===== src/rtl/multi_issue_ctrl_if.sv =====
// Bundle-in / control-out handshake bundle between fetch buffer, issue stage and EX.
interface multi_issue_ctrl_if #(
  parameter int LANES = 2,
  parameter int OPW   = 7,
  parameter int REGW  = 5
);
  logic                    in_valid;
  logic                    in_ready;
  logic [LANES*OPW-1:0]    opcode;
  logic [LANES*REGW-1:0]   rs1;
  logic [LANES*REGW-1:0]   rs2;
  logic [LANES*REGW-1:0]   rd;
  logic                    out_valid;
  logic                    out_ready;
  logic [LANES-1:0]        lane_vld;
  logic [LANES*8-1:0]      ctrl;

  // environment side: drives the bundle and the EX accept
  modport master (
    output in_valid, opcode, rs1, rs2, rd, out_ready,
    input  in_ready, out_valid, lane_vld, ctrl
  );

  // issue stage side
  modport slave (
    input  in_valid, opcode, rs1, rs2, rd, out_ready,
    output in_ready, out_valid, lane_vld, ctrl
  );
endinterface


===== src/rtl/multi_issue_ctrl.sv =====
// N-lane decode/issue control stage: per-lane RV32 opcode decode, load-use interlock,
// intra-bundle dependency splitting, flush and saturating stall accounting.
module multi_issue_ctrl #(
  parameter int LANES = 2,
  parameter int OPW   = 7,
  parameter int REGW  = 5,
  parameter int SCW   = 16
) (
  input  logic                  clk,
  input  logic                  rst_n,
  input  logic                  flush,
  multi_issue_ctrl_if.slave     bus,
  output logic [SCW-1:0]        stall_cnt
);
  localparam int SW = $clog2(LANES + 1);

  localparam logic [OPW-1:0] OP_LD = OPW'(7'b0000011);
  localparam logic [OPW-1:0] OP_ST = OPW'(7'b0100011);
  localparam logic [OPW-1:0] OP_R  = OPW'(7'b0110011);
  localparam logic [OPW-1:0] OP_I  = OPW'(7'b0010011);
  localparam logic [OPW-1:0] OP_B  = OPW'(7'b1100011);

  // ctrl bit order: {branch, aluop[1:0], regwrite, alusrc, memwrite, memtoreg, memread}
  localparam int C_RW = 4;
  localparam int C_MR = 0;

  logic [SW-1:0]                    r_base;
  logic                             r_out_valid;
  logic [LANES-1:0]                 r_lane_vld;
  logic [LANES-1:0][7:0]            r_ctrl;
  logic [LANES-1:0][REGW-1:0]       r_rd;
  logic [SCW-1:0]                   r_stall;

  logic [LANES-1:0][OPW-1:0]        w_op;
  logic [LANES-1:0][REGW-1:0]       w_rs1, w_rs2, w_rd;
  logic [LANES-1:0][7:0]            w_dec;
  logic [LANES-1:0]                 w_use1, w_use2;
  logic                             w_haz;
  logic [SW-1:0]                    w_split;
  logic                             w_found, w_dep;
  logic                             w_adv;
  logic                             w_in_ready;

  assign w_op  = bus.opcode;
  assign w_rs1 = bus.rs1;
  assign w_rs2 = bus.rs2;
  assign w_rd  = bus.rd;

  // per-lane decode into control word and source-operand usage
  always_comb begin
    for (int l = 0; l < LANES; l++) begin
      w_dec[l]  = 8'h00;
      w_use1[l] = 1'b0;
      w_use2[l] = 1'b0;
      case (w_op[l])
        OP_LD: begin w_dec[l] = 8'b0_00_1_1_0_1_1; w_use1[l] = 1'b1; end
        OP_ST: begin w_dec[l] = 8'b0_00_0_1_1_0_0; w_use1[l] = 1'b1; w_use2[l] = 1'b1; end
        OP_R:  begin w_dec[l] = 8'b0_10_1_0_0_0_0; w_use1[l] = 1'b1; w_use2[l] = 1'b1; end
        OP_I:  begin w_dec[l] = 8'b0_11_1_1_0_0_0; w_use1[l] = 1'b1; end
        OP_B:  begin w_dec[l] = 8'b1_01_0_0_0_0_0; w_use1[l] = 1'b1; w_use2[l] = 1'b1; end
        default: ;
      endcase
    end
  end

  // load-use: an issued load's rd is read by any lane still waiting (index >= base)
  always_comb begin
    w_haz = 1'b0;
    for (int l = 0; l < LANES; l++) begin
      if (r_out_valid && r_lane_vld[l] && r_ctrl[l][C_MR] && r_rd[l] != '0) begin
        for (int p = 0; p < LANES; p++) begin
          if (p >= int'(r_base) &&
              ((w_use1[p] && w_rs1[p] == r_rd[l]) || (w_use2[p] && w_rs2[p] == r_rd[l])))
            w_haz = 1'b1;
        end
      end
    end
  end

  // split point: first lane above base that reads an rd written earlier in the same issue group
  always_comb begin
    w_split = SW'(LANES);
    w_found = 1'b0;
    w_dep   = 1'b0;
    for (int j = 1; j < LANES; j++) begin
      w_dep = 1'b0;
      for (int k = 0; k < j; k++) begin
        if (k >= int'(r_base) && w_dec[k][C_RW] && w_rd[k] != '0 &&
            ((w_use1[j] && w_rs1[j] == w_rd[k]) || (w_use2[j] && w_rs2[j] == w_rd[k])))
          w_dep = 1'b1;
      end
      if (!w_found && j > int'(r_base) && w_dep) begin
        w_found = 1'b1;
        w_split = SW'(j);
      end
    end
  end

  assign w_adv      = !r_out_valid || bus.out_ready;
  // bundle retires only when its last group issues; held low in reset and on flush
  assign w_in_ready = rst_n && !flush && w_adv && !w_haz && bus.in_valid &&
                      (w_split == SW'(LANES));

  // ID/EX control register and resume point within the current bundle
  always_ff @(posedge clk or negedge rst_n) begin
    if (!rst_n) begin
      r_base      <= '0;
      r_out_valid <= 1'b0;
      r_lane_vld  <= '0;
      r_ctrl      <= '0;
      r_rd        <= '0;
    end else if (flush) begin
      r_base      <= '0;
      r_out_valid <= 1'b0;
      r_lane_vld  <= '0;
      r_ctrl      <= '0;
      r_rd        <= '0;
    end else if (w_adv) begin
      if (!w_haz && bus.in_valid) begin
        r_out_valid <= 1'b1;
        for (int l = 0; l < LANES; l++) begin
          if (l >= int'(r_base) && l < int'(w_split)) begin
            r_lane_vld[l] <= 1'b1;
            r_ctrl[l]     <= w_dec[l];
            r_rd[l]       <= w_rd[l];
          end else begin
            r_lane_vld[l] <= 1'b0;
            r_ctrl[l]     <= 8'h00;
            r_rd[l]       <= '0;
          end
        end
        r_base <= (w_split == SW'(LANES)) ? '0 : w_split;
      end else begin
        // bubble: either interlocked (base kept) or nothing to issue
        r_out_valid <= 1'b0;
        r_lane_vld  <= '0;
        r_ctrl      <= '0;
        r_rd        <= '0;
      end
    end
  end

  // saturating count of cycles a valid bundle was held back
  always_ff @(posedge clk or negedge rst_n) begin
    if (!rst_n)
      r_stall <= '0;
    else if (bus.in_valid && !w_in_ready && !flush && !(&r_stall))
      r_stall <= r_stall + 1'b1;
  end

  assign bus.in_ready  = w_in_ready;
  assign bus.out_valid = r_out_valid;
  assign bus.lane_vld  = r_lane_vld;
  assign bus.ctrl      = r_ctrl;
  assign stall_cnt     = r_stall;
endmodule


===== src/flat_wrapper.sv =====
// flat-port wrapper written by rule: the top's interface ports become plain ports
module multi_issue_ctrl_flat 
#(
  parameter int LANES = 2,
  parameter int OPW   = 7,
  parameter int REGW  = 5,
  parameter int SCW   = 16
)
  (clk, rst_n, flush, stall_cnt, bus_in_valid, bus_opcode, bus_rs1, bus_rs2, bus_rd, bus_out_ready, bus_in_ready, bus_out_valid, bus_lane_vld, bus_ctrl);
  multi_issue_ctrl_if #(.LANES(LANES), .OPW(OPW), .REGW(REGW)) bus_i ();
  input  logic clk;
  input  logic rst_n;
  input  logic flush;
  output logic [SCW-1:0] stall_cnt;
  input wire logic [$bits(bus_i.in_valid)-1:0] bus_in_valid;
  input wire logic [$bits(bus_i.opcode)-1:0] bus_opcode;
  input wire logic [$bits(bus_i.rs1)-1:0] bus_rs1;
  input wire logic [$bits(bus_i.rs2)-1:0] bus_rs2;
  input wire logic [$bits(bus_i.rd)-1:0] bus_rd;
  input wire logic [$bits(bus_i.out_ready)-1:0] bus_out_ready;
  output wire logic [$bits(bus_i.in_ready)-1:0] bus_in_ready;
  output wire logic [$bits(bus_i.out_valid)-1:0] bus_out_valid;
  output wire logic [$bits(bus_i.lane_vld)-1:0] bus_lane_vld;
  output wire logic [$bits(bus_i.ctrl)-1:0] bus_ctrl;
  assign bus_i.in_valid = bus_in_valid;
  assign bus_i.opcode = bus_opcode;
  assign bus_i.rs1 = bus_rs1;
  assign bus_i.rs2 = bus_rs2;
  assign bus_i.rd = bus_rd;
  assign bus_i.out_ready = bus_out_ready;
  assign bus_in_ready = bus_i.in_ready;
  assign bus_out_valid = bus_i.out_valid;
  assign bus_lane_vld = bus_i.lane_vld;
  assign bus_ctrl = bus_i.ctrl;
  multi_issue_ctrl #(.LANES(LANES), .OPW(OPW), .REGW(REGW), .SCW(SCW)) u_core (.clk(clk), .rst_n(rst_n), .flush(flush), .bus(bus_i), .stall_cnt(stall_cnt));
endmodule

===== config.mk =====
export PLATFORM = sky130hd
export DESIGN_NAME = multi_issue_ctrl_flat
export DESIGN_NICKNAME = d
export VERILOG_FILES = /design/src/rtl/multi_issue_ctrl_if.sv /design/src/rtl/multi_issue_ctrl.sv /design/src/flat_wrapper.sv
export SDC_FILE = /design/constraint.sdc
export NUM_CORES = 1
export LEC_CHECK = 0
export CORE_MARGIN = 2
export CORE_UTILIZATION = 34
export CTS_CLUSTER_SIZE = 20
export DETAILED_ROUTE_END_ITERATION = 6
export PLACE_DENSITY = 0.69
export SYNTH_ARGS = -nofsm -noshare
export SYNTH_HDL_FRONTEND = slang
export SYNTH_SLANG_ARGS = --single-unit

===== constraint.sdc =====
create_clock -name clk -period 2.45 [get_ports clk]
set_clock_uncertainty 0.2 [all_clocks]
set_input_delay 0.245 -clock clk [delete_from_list [all_inputs] [get_ports clk]]
set_output_delay 0.245 -clock clk [all_outputs]
set_load 0.1 [all_outputs]

# --- After elaboration in Yosys (flattened, before gate mapping) ---
# Cells that the tools add are included.
totals:
  reg_bits: 47
  latch_bits: 0
  mem_bits_rw: 0
  rom_bits: 0
  input_bits: 49
  out_inout_bits: 36
  elab_cells: 128
  n_memories: 0
op_classes:
  addsub: 1
  mul: 0
  n_div: 0
  order_cmp: 5
  n_eq_ne: 21
  shifts: 0
  mux: 36
  bitwise_logic: 0
  reduce_logical: 57
ops:
  columns: ["cell", "n"]
  rows:
  - ["8-bit one-hot mux with 5 select lines", 2]
  - ["5-bit == test", 10]
  - ["16-bit 2-to-1 mux", 3]
  - ["1-bit logical AND", 35]
  - ["10-bit 2-to-1 mux", 3]
  - ["7-bit by 6-bit == test with 1-bit output, second input constant", 4]
  - ["16-bit by 1-bit adder with 16-bit output, second input constant", 1]
  - ["1-bit 2-to-1 mux", 16]
  - ["2-bit 2-to-1 mux", 8]
  - ["8-bit 2-to-1 mux", 2]
  - ["16-bit AND reduction", 1]
  - ["5-bit nonzero test", 3]
  - ["7-bit by 2-bit == test with 1-bit output, second input constant", 2]
  - ["7-bit by 5-bit == test with 1-bit output, second input constant", 2]
  - ["7-bit == test, second input constant", 2]
  - ["5-bit 2-to-1 mux", 2]
  - ["5-bit OR reduction", 2]
  - ["1-bit logical OR", 6]
  - ["3-bit OR reduction", 2]
  - ["1-bit logical NOT", 5]
  - ["1-bit by 2-bit >= comparator with 1-bit output, first input constant", 2]
  - ["1-bit by 2-bit less-than comparator with 1-bit output, first input constant", 2]
  - ["2-bit nonzero test", 2]
  - ["2-bit == test, second input constant", 1]
  - ["other kinds (2)", 2]

# --- Depth between registers and ports, before layout ---
depth:
  word_depth: 20
  mapped_depth: 10
  depth_no_buf: 9

# --- Worst setup path before layout ---
# No wires, ideal clock.
synth_timing:
  kind: "register -> register"
  startpoint: "reg u_core.r_stall[5] (netlist: u_core.stall_cnt[5])"
  endpoint: "reg u_core.r_stall[7] (netlist: u_core.stall_cnt[7])"
  setup_ps: 162
  t_arrival_ps: 2872
  t_required_ps: 2088
  path_slack_ps: -784
  path_stages_with_launch: 10
  n_path_buf: 1
  synth_period_minus_slack_ps: 3234
  path_cell_list: "dfrtp_1 -> and4_1 -> and3_1 -> and4_1 -> nand3_1 -> or3_1 -> buf_2 -> and3_1 -> and3_1 -> xor2_1"
synth_via:
  elab_chain_cells: 3
  word_cells_on_any_way: 4
  cone_classes: "1 x add/sub; 3 x reduce/logical"
synth_lines:
  columns: ["item", "line", "rtl"]
  rows:
  - ["from (decl)", "multi_issue_ctrl.sv:32", "logic [SCW-1:0] r_stall;"]
  - ["from (signal assigned)", "multi_issue_ctrl.sv:148", "r_stall <= r_stall + 1'b1;"]
  - ["branches (longest 3 deep; another with 16-bit by 1-bit adder with 16-bit output)", null, null]
# Several ways; the timed one is not identified.
# A chain may end at the register's enable or synchronous reset.

# --- Worst setup path in the final report ---
layout_timing:
  startpoint: "reg u_core.r_rd[5] in the netlist's numbering"
  endpoint: "out bus_in_ready"
layout_via:
  elab_chain_cells: 11
  word_cells_on_any_way: 21
  cone_classes: "4 x eq/ne; 3 x mux; 14 x reduce/logical"
layout_lines:
  columns: ["item", "line", "rtl"]
  rows:
  - ["from (decl)", "multi_issue_ctrl.sv:31", "logic [LANES-1:0][REGW-1:0] r_rd;"]
  - ["from (signal, indexed assignment)", "multi_issue_ctrl.sv:125", "r_rd[l] <= w_rd[l];"]
  - ["5-bit == test", "multi_issue_ctrl.sv:73", "((w_use1[p] && w_rs1[p] == r_rd[l]) || (w_use2[p] && w_rs2[p] == r_rd[l])))"]
  - ["1-bit logical AND", "multi_issue_ctrl.sv:73", null]
  - ["1-bit logical OR", "multi_issue_ctrl.sv:73", null]
  - ["1-bit logical AND", "multi_issue_ctrl.sv:72", "if (p >= int'(r_base) &&"]
  - ["1-bit 2-to-1 mux (2 in series)", "multi_issue_ctrl.sv:72", null]
  - ["1-bit 2-to-1 mux *", "multi_issue_ctrl.sv:70", "if (r_out_valid && r_lane_vld[l] && r_ctrl[l][C_MR] && r_rd[l] != '0) begin"]
  - ["1-bit logical NOT *", "multi_issue_ctrl.sv:101", "assign w_in_ready = rst_n && !flush && w_adv && !w_haz && bus.in_valid &&"]
  - ["1-bit logical AND * (3 in series)", "multi_issue_ctrl.sv:101", null]
  - ["to (decl)", "flat_wrapper.sv:21", "output wire logic [$bits(bus_i.in_ready)-1:0] bus_in_ready;"]
# Every way passes the cells marked *; elsewhere a longest branch is shown, timed or not.

==> flow_metrics.tcl <==
set metrics [dict create \
    synthMuxAreaShare 0.00915 \
    worst_slew_pin_slew_ps 888 \
    cts.clk_slew.worst_paths_ps 90 \
    nNetsFinal 471 \
    switching_share 0.403 \
    synth-edff-count 0 \
    crit_path_cell_trace "or4_4 > o2111ai_4 > and3b_2 > nor4b_4 > nand2_4 > inv_8 > buf_6 > buf_12" \
    antenna_found_initial 0 \
    track_usage 0.196 \
    post-dp-hpwl_um 6390 \
    netlist_area_um2 2740 \
    slowest_stage "or4_4" \
    power.internal_mw 1.39 \
    postRouteAntennaNets 0 \
    grt_start_max_net_pins 45 \
    dieArea_um2 8780 \
    cts_made_buffers 5 \
    run_status "finished with violations" \
    hold_viol 0 \
    io_buffers 84 \
    avgSynthCellArea_um2 10.2 \
    drive_above_1_share 0.415 \
    rows 32 \
    finalSetupTns_ps -5210 \
    clock-sinks 44 \
    vias 2624 \
    wl_met3_um 463 \
    highest_layer "met4" \
    ctsRootBufferMaster "clkbuf_8" \
    setup_slack_ps -395 \
    violations "setup timing" \
    synth_top_family_by_area "XOR/XNOR gates" \
    seqPwrFrac 0.367 \
    critPathTopFamily "simple AND/OR/NAND/NOR gates" \
    critPathRequiredTime_ps 2010 \
    slew_violations 0 \
    grt_pass1_vias 2723 \
    cts_tree "done" \
    fin_util 0.580 \
    placed_cells 498 \
    crit_path_max_fanout 2 \
    core-area_um2 7770 \
    drc 0 \
    power_density_nw_per_um2 515 \
    clock_path_buffers 2 \
    hold_class "flop to flop" \
    wl_met2_um 4090 \
    startpoint_type "flop" \
    start_util 0.352 \
    syn_inst 268 \
    rsz0062_at_grt "true" \
    synthFlopType "dfrtp_1" \
    clkLatencyLatePin_ps 290 \
    max_freq_ghz 0.352 \
    power_switching_uw 934 \
    grt_pass1_wl_um 13700 \
    power_mw 2.32 \
    via_per_inst 5.01 \
    yosys.area.top_type "dfrtp_1" \
    synth_cell_type_count 49 \
    area_delta_synth_final_pct 64.7 \
    final_common_cell "buf_4" \
    mostFrequentLayoutCells "buf_4 (103), clkdlybuf4s50_1 (47), xnor2_1 (32), dfrtp_1 (31), xor2_1 (30)" \
    synth_compound_area_frac 0.129 \
    crit_buf_inv 3 \
    yosys.area_share.simple 0.202 \
    grt.overflow.total 0 \
    clkPwrFrac 0.208 \
    leakagePower_nw 2.02 \
    yosysWarningCount 0 \
    setup_viol 31 \
    final_cells 524 \
    synth_area_leaders "dfrtp_1 (40%), xnor2_1 (11%), xor2_1 (9.6%)" \
    die_w_um 93.7 \
    fin_crit_sh 1.16 \
    wl_um 8480 \
    ios 85 \
    maxCapViolations 0 \
    p_comb_frac 0.425 \
    crit_path_max_incr_delay_ps 560 \
    wl_met1_um 3740 \
    crit_path_end_kind "primary output" \
    ir_worst_vdd_mv 0.816 \
    arrival_ps 2400 \
    synth_top_area_frac 0.403 \
    htree_levels 2 \
    drt-pass1-iter-count 4 \
    holdWs_ps 283 \
    slew_headroom 0.403 \
    fp.dieH_um 93.7 \
    synth-seq-cells 44 \
    synth_fa_ha_area_frac 0.00457 \
    seq_area_frac_synth 0.403 \
    drtIter0Drc 102 \
    routedWlPerCell_um 16.2 \
    async_reset_ff_frac 1.00 \
    antenna_cells 0 \
    n_fill_cell 711 \
    synth_xor_area_frac 0.208 \
    syn-num-nets 318 \
    min_period_ps 2840 \
    globalplace.congestion 0.901 \
    path_class "flop to primary output" \
]
[power by group through the flow]
stage	Clock (mW)	Sequential, mW	Combinational, mW
floorplan	0	1.22	0.229
global placement	0	0.862	0.924
detailed placement	0	0.865	0.931
CTS	0.498	0.852	0.956
global route	0.530	0.863	1.03
finish	0.482	0.852	0.986
[layer usage]
layer	GRT usage	up-vias
li1	-	1268
met1	0.262	1265
met2	0.320	70
met3	0.0401	21
met4	0.0592	0
met5	0	-
[final cells by class]
class,instances,area [µm²],share of cell area
timing repair buffer,164,1420,0.314
clock inverter,1,7.51,0.00167
inverter,4,22.5,0.00500
multi-input combinational,202,1710,0.380
tap,102,128,0.0283
sequential,44,1130,0.252
clock buffer,7,86.3,0.0192
[worst paths after layout]
| path | from | slack, ps | endpoint | depth (start not counted) |
|---|---|---|---|---|
| worst max register to register | u_core.r_rd[5]$_DFFE_PN0P_ | -360 | u_core.stall_cnt[1]$_DFFE_PN0P_ | 9 |
| min in group asynchronous | rst_n | 410 | u_core.stall_cnt[9]$_DFFE_PN0P_ | 3 |
| worst min register to register | u_core.stall_cnt[8]$_DFFE_PN0P_ | 280 | u_core.stall_cnt[8]$_DFFE_PN0P_ | 1 |
| worst max-delay path | u_core.r_rd[5]$_DFFE_PN0P_ | -390 | bus_in_ready | 8 |
| worst min-delay path | u_core.stall_cnt[8]$_DFFE_PN0P_ | 280 | u_core.stall_cnt[8]$_DFFE_PN0P_ | 1 |
| max in group asynchronous | rst_n | 1190 | u_core.bus.out_valid$_DFFE_PN0P_ | 3 |
[cell usage after synthesis (4+ instances only)]
cell,count
nor3_1,11
nand2_1,12
a32o_1,6
xor2_1,30
nor2b_1,4
clkbuf_1,5
buf_2,8
dfrtp_1,44
and3_1,8
nand4_1,10
nand3_1,13
xnor2_1,35
a22o_1,17
nor2_1,10
[sequential cells by signal, indices dropped and copies added (netlist names)]
register and count:
u_core.bus.ctrl 14, u_core.bus.lane_vld 2, u_core.bus.out_valid 1, u_core.r_base 1, u_core.r_rd 10, u_core.stall_cnt 16
[through the flow]
step                      setup slack [ps]  area [µm²]
after global placement                -422        4060
after CTS                             -468        4290
after global routing                  -475        4510
after detailed placement              -464        4060
final                                 -395        4510
after floorplan                       -255        2800
[kinds of logic (layout without fill, tap and decap cells)]
| family | count (synthesis) | after routing |
|---|---|---|
| AO/OA/AOI/OAI | 42 | 42 |
| XOR/XNOR | 65 | 65 |
| adder cells (fa/ha/maj) | 1 | 1 |
| buffers and inverters | 22 | 176 |
| flip-flops | 44 | 44 |
| multiplexers | 2 | 2 |
| AND/OR/NAND/NOR | 92 | 92 |
[repair_timing]
action                                  CTS  global route
resized for setup                        15            31
hold endpoints to repair                 44             0
pin swaps                                17            33
endpoints found under the setup margin   42            42
cloned                                    0             0
hold buffers                              1             0
buffers inserted                          7            13
No activity file was read; power rests on OpenSTA's default activity.
